File: src/rtl/reg_file_wb.sv
// Write-back register file: two bypassed combinational read ports, register 0 tied to zero,
// plus registered last-write observation outputs and a saturating committed-write counter.
module reg_file_wb #(
   parameter int DATA_WIDTH = 32,
   parameter int ADDR_WIDTH = 5,
   parameter int CNT_WIDTH  = 16
) (
   input  logic                  Clk,
   input  logic                  Reset,
   input  logic                  RegWrite,
   input  logic [ADDR_WIDTH-1:0] WriteReg,
   input  logic [DATA_WIDTH-1:0] WriteData,
   input  logic [ADDR_WIDTH-1:0] ReadReg1,
   input  logic [ADDR_WIDTH-1:0] ReadReg2,
   output logic [DATA_WIDTH-1:0] ReadData1,
   output logic [DATA_WIDTH-1:0] ReadData2,
   output logic [ADDR_WIDTH-1:0] LastWriteReg,
   output logic [DATA_WIDTH-1:0] LastWriteData,
   output logic [CNT_WIDTH-1:0]  WriteCount
);

   localparam int DEPTH = 2 ** ADDR_WIDTH;

   logic [DATA_WIDTH-1:0] regs_q [DEPTH];
   logic [ADDR_WIDTH-1:0] last_reg_q;
   logic [DATA_WIDTH-1:0] last_data_q;
   logic [CNT_WIDTH-1:0]  cnt_q;
   logic [CNT_WIDTH-1:0]  cnt_d;
   logic                  commit;

   assign commit = RegWrite && (WriteReg != '0);

   always_comb begin
      cnt_d = cnt_q;
      if (commit && (cnt_q != '1)) begin
         cnt_d = cnt_q + 1'b1;
      end
   end

   always_ff @(posedge Clk) begin
      if (Reset) begin
         for (int i = 0; i < DEPTH; i++) begin
            regs_q[i] <= '0;
         end
         last_reg_q  <= '0;
         last_data_q <= '0;
         cnt_q       <= '0;
      end else begin
         if (commit) begin
            regs_q[WriteReg] <= WriteData;
            last_reg_q       <= WriteReg;
            last_data_q      <= WriteData;
         end
         cnt_q <= cnt_d;
      end
   end

   // Same-cycle WB value wins over stored contents so decode never sees a stale operand.
   function automatic logic [DATA_WIDTH-1:0] read_port(input logic [ADDR_WIDTH-1:0] addr);
      logic [DATA_WIDTH-1:0] val;
      val = regs_q[addr];
      if (addr == '0) begin
         val = '0;
      end else if (RegWrite && (WriteReg == addr)) begin
         val = WriteData;
      end
      return val;
   endfunction

   always_comb begin
      ReadData1 = read_port(ReadReg1);
      ReadData2 = read_port(ReadReg2);
   end

   assign LastWriteReg  = last_reg_q;
   assign LastWriteData = last_data_q;
   assign WriteCount    = cnt_q;

endmodule

File: config.mk
export PLATFORM = sky130hd
export DESIGN_NAME = reg_file_wb
export DESIGN_NICKNAME = d
export VERILOG_FILES = /design/src/rtl/reg_file_wb.sv
export SDC_FILE = /design/constraint.sdc
export NUM_CORES = 2
export LEC_CHECK = 0
export CORE_ASPECT_RATIO = 0.7
export CORE_MARGIN = 1
export CORE_UTILIZATION = 25
export CTS_CLUSTER_SIZE = 24
export DETAILED_ROUTE_END_ITERATION = 8
export DONT_BUFFER_PORTS = 1
export GPL_ROUTABILITY_DRIVEN = 0
export PLACE_DENSITY = 0.4
export SLEW_MARGIN = 20
export SYNTH_ARGS = -nofsm -noshare
export SYNTH_HDL_FRONTEND = slang
export SYNTH_SLANG_ARGS = --single-unit
File: constraint.sdc
create_clock -name Clk -period 2.9 [get_ports Clk]
set_clock_uncertainty 0.1 [all_clocks]
set_input_delay 0.435 -clock Clk [delete_from_list [all_inputs] [get_ports Clk]]
set_output_delay 0.435 -clock Clk [all_outputs]
set_load 0.02 [all_outputs]
======== Yosys cells after proc, flatten, opt, wreduce, memory -nomap -nowiden ========
Memory sizes are Yosys's and may differ from the RTL's.
Index checks and enable logic that the tools add are counted.
W data, S select, Z words.
word-level totals
  register bits after elaboration ......... 53
  bits in writable memories ............... 1024
  input bits .............................. 50
  output and inout bits ................... 117
  logic and storage cells ................. 28
  memories kept ........................... 1
memory list
  name    depth  bits a word  read ports  clocked after Yosys merged registers in  wr ports  RTL line  RTL
  regs_q  32     32           2           0                                        32        24        logic [DATA_WIDTH-1:0] regs_q [DEPTH];
operators by class
  add/sub/neg operators ................... 1
  eq/ne operators ......................... 3
  mux-type cells .......................... 12
  reductions and logical operators ........ 8
operators by type and width
  operator                 number
  $mux W32                 5
  $reduce_or A32 Y1        1
  $add A16 B1 Y16 const B  1
  $ne A16 B16 Y1 const B   1
  $eq A5 B5 Y1             2
  $logic_not A5 Y1         2
  $mux W1                  6
  $mux W5                  1
  $reduce_bool A5 Y1       1
  $logic_and A1 B1 Y1      4

======== Logic depth before layout (Yosys ltp) ========
  depth after elaboration ................. 7
  gate-level depth with buffers ........... 9
  mapped depth without buffers ............ 6

======== Worst setup path after synthesis ========
OpenSTA, ideal clock, no wires.
  kind .................................... input to output
  from .................................... in ReadReg1[4]
  to ...................................... out ReadData1[14]
  arrival time ............................ 2.097 ns
  data required time ...................... 2.365 ns
  setup slack ............................. 0.268 ns
  stages on the path ...................... 9
  path buffers ............................ 4
  path through ............................ buf_2 > buf_2 > clkbuf_1 > nand2_1 > clkbuf_1 > nor2_1 > nor3_1 > nor3_1 > nor3_1
on the way
  cells in the longest elaborated chain, start to end .. 4
  elaborated cells on any way between the ends .. 6
  classes of those cells .................. eq/ne (1); mux (2); reduce/logical (2); memory (1)
ends and longest elaborated chain
  what                                                                     RTL line  RTL
  from (decl)                                                              13        input logic [ADDR_WIDTH-1:0] ReadReg1,
  parallel branches: the longest is 3 deep, another holds $mem_v2 Z32 W32  -
  $mux W32 *                                                               62        if (addr == '0) begin
  to (decl)                                                                15        output logic [DATA_WIDTH-1:0] ReadData1,
Mark *: on every way between the ends.

======== Worst setup path after layout ========
  from .................................... in ReadReg2[1]
  to ...................................... out ReadData2[30]
on the way
  cells in the longest elaborated chain, start to end .. 4
  elaborated cells on any way between the ends .. 6
  classes of those cells .................. eq/ne (1); mux (2); reduce/logical (2); memory (1)
ends and longest elaborated chain
  what                                                                     RTL line  RTL
  from (decl)                                                              14        input logic [ADDR_WIDTH-1:0] ReadReg2,
  parallel branches: the longest is 3 deep, another holds $mem_v2 Z32 W32  -
  $mux W32 *                                                               62
  to (decl)                                                                16        output logic [DATA_WIDTH-1:0] ReadData2,
Marks and branches as above.

==> run_results.csv <==
group,metric,value,unit
outcome,status,"complete, but fails checks",
outcome,violations,"slew limit, setup timing",
final_layout,syn_to_final_growth,23.4,%
placement,placed_area,62600,um2
synth,synth-main-ff-cell,"edfxtp_1",
critical_path,cp-startpoint,"ReadReg2[1]",
grt,track_usage,21.7,%
timing,max-slew-margin-rel,-8.71,%
drt,drt_first_pass_iters,5,
timing,tightest_slew,1.63,ns
grt,antenna_found_initial,33,
floorplan,die_y,401,um
floorplan,top_level_ports,167,
final_layout,fin_cells,7281,
placement,dp.cells,6939,
pwr,p_comb_share,14.1,%
synth,synth_edf_count,1024,
final_layout,drive_above_1_share,34.3,%
pwr,powerDensity,582,nW/um2
cts,cts_tree,"yes",
synth,ys_ff_latch,1077,
pwr,p_total,40800,uW
timing,post-route-period-util,126,%
timing,setup_violations,64,
timing,setup_ws,-0.740,ns
drt,wire_per_inst,34.8,um
pwr,seq_power_share,44.9,%
synth,netlist_area,56800,um2
synth,syn_avg_cell_area,14.5,um2
cts,cts_buffers,131,
placement,io_buffers,0,
timing,slew_viol_final,67,
hold_path,min-delay-start,"WriteData[28]",
pwr,peakVddDrop,600,uV
critical_path,path_max_fanout,234,
synth,synthCells,3925,
drt,vias,37800,
grt,grt_pass1_vias,36400,
critical_path,worstReg2RegStart,"WriteCount[9]",
cts,ctsRootBufferMaster,"clkbuf_16",
grt,grt_pass1_wl,338,mm
synth,synth_warnings,0,
synth,yosysUniqueCellTypes,56,
pwr,p_leak,0.0235,uW
final_layout,nets,4168,
floorplan,initial_utilization,25.1,%
timing,clock.fmax,275,MHz
final_layout,n_fill_cell,22300,
cts,htreeDepth,4,
cts,cts.path.max_buffers,3,
drt,viasPerCell,5.19,
timing,fin_crit,3.64,ns
pwr,p_sw_share,26.9,%
run,cap_violations,0,
pwr,p_int,29800,uW
drt,wl,253,mm
synth,ys_seq_area_share,56.0,%
timing,rsz0062_at_grt,"yes",
grt,globalRouteOverflowTotal,0,
drt,drtAntennaViolNets,0,
final_layout,final_cell_area,70100,um2
floorplan,rows,146,
drt,drc_errors,0,
timing,hold_violations,0,
cts,cts_num_sinks,1077,
critical_path,cp-end-kind,"primary output",
floorplan,coreArea,226000,um2
critical_path,cp_data_arrival_time,3.11,ns
critical_path,crit_type,"input port to primary output",
critical_path,crit_required,2.37,ns
cts,worstSkewPairLatency,0.78,ns
floorplan,die_w,572,um
pwr,power_frac_clock,41.0,%
pwr,p_sw,11000,uW
drt,drt-initial-drc-count,4365,
floorplan,die-area,229000,um2
placement,dp_hpwl,146,mm
synth,ys_async_sr_fraction,0,%
cts,path_clk_slew,0.06,ns
final_layout,post-route-util,31.0,%
critical_path,startpoint_type,"input port",
hold_path,hold_path.class,"input port to flip-flop",
grt,grt_start_max_net_pins,303,
==> timing repair <==
item	in CTS	in global routing
pin swaps	161	88
hold buffers	91	0
setup endpoints to repair	64	64
buffers inserted	3	12
hold endpoints to repair	1081	0
resized for setup	342	86
==> flip-flops by register name, indices dropped and copies added (netlist names) <==
signal / flops
WriteCount: 16
LastWriteReg: 5
LastWriteData: 32
regs_q: 1024
==> per-stage QoR <==
stage	hold WS (ns)	TNS [ns]	setup slack [ns]
3_5_place_dp	0.418	-6.47	-0.580
4_1_cts	0.00867	-14.58	-0.415
6_report	0.0352	-27.83	-0.740
3_3_place_gp	0.415	-6.56	-0.825
5_1_grt	0.0100	-16.57	-0.427
2_1_floorplan	0.433	0	0.268
==> routing by layer <==
layer / share of wire [%] / GRT usage, %
met2: 44 / 32.7
met5: 0 / 0
met1: 45 / 31.1
met3: 6.6 / 3.63
met4: 4.1 / 8.01
==> critical path, cell delays in order <==
cell	delay, ns
mux4_2	1.04
mux2i_1	0.20
buf_4	0.18
nand2_2	0.05
o211ai_1	0.15
a21oi_2	0.12
buf_6	0.15
==> power groups by stage <==
stage	clock network (uW)	logic [uW]	registers, uW
5_1_grt	17500	5860	18400
4_1_cts	17000	5570	18300
3_5_place_dp	0	4610	18600
3_3_place_gp	0	4610	18600
2_1_floorplan	0	2970	18500
6_report	16700	5770	18300
==> synth_stat cells, types with 24 or more instances <==
master / count / share of area, %
a21oi_1: 98 / 0.86
a221o_1: 28 / 0.49
a22oi_1: 142 / 1.9
and2_1: 996 / 11
buf_1: 24 / 0.16
buf_2: 73 / 0.64
buf_4: 24 / 0.32
buf_6: 24 / 0.48
clkbuf_1: 267 / 1.8
dfxtp_1: 53 / 1.9
edfxtp_1: 1024 / 54
mux2_2: 48 / 0.95
mux2i_1: 106 / 1.9
mux4_2: 459 / 18
nand2_1: 104 / 0.69
nor2_1: 114 / 0.75
nor3_1: 64 / 0.56
o22ai_1: 50 / 0.55
or2_2: 36 / 0.40
==> cell usage in the layout, fill, tap and decap left out, types with 36 or more instances in the layout <==
| cell | count |
|---|---|
| edfxtp_1 | 1024 |
| and2_1 | 994 |
| mux4_2 | 459 |
| buf_4 | 242 |
| clkbuf_16 | 135 |
| mux2i_1 | 93 |
| buf_12 | 89 |
| a22oi_2 | 88 |
| nand2_1 | 87 |
| nor2_1 | 71 |
| dlygate4sd3_1 | 58 |
| a22oi_1 | 54 |
| a21oi_1 | 54 |
| dfxtp_1 | 53 |
| buf_6 | 49 |
| mux2_2 | 45 |
| or2_2 | 36 |
| nor2_4 | 36 |
==> path summary, 6_finish.rpt <==
path	to	slack, ns	depth (start not counted)
max reg2reg	WriteCount[9]	0.69	5
max	ReadData2[30]	-0.74	7
min reg2reg	LastWriteData[21]	0.46	2
min	regs_q[14][28]	0.04	2
==> area by class of cell <==
cell class / instances / area, um2 / area share [%]
Clock inverter: 64 / 667 / 0.951
Tap cell: 3034 / 3800 / 5.41
Multi-Input combinational cell: 2461 / 25500 / 36.3
Inverter: 6 / 22.5 / 0.0321
Timing Repair Buffer: 440 / 4790 / 6.82
Clock buffer: 169 / 3540 / 5.04
Antenna cell: 30 / 75.1 / 0.107
Sequential cell: 1077 / 31800 / 45.3
==> cell families after synthesis <==
kind of cell | after synthesis | synth area share (%)
other cells | 1 | 0.00660
xor+xnor | 21 | 0.324
compound gates | 419 | 5.20
simple gates | 1375 | 14.1
mux | 613 | 21.0
buf+inv | 418 | 3.40
fa+ha+maj | 1 | 0.0220
flops | 1077 | 56.0
No activity file was read; power rests on OpenSTA's default activity.
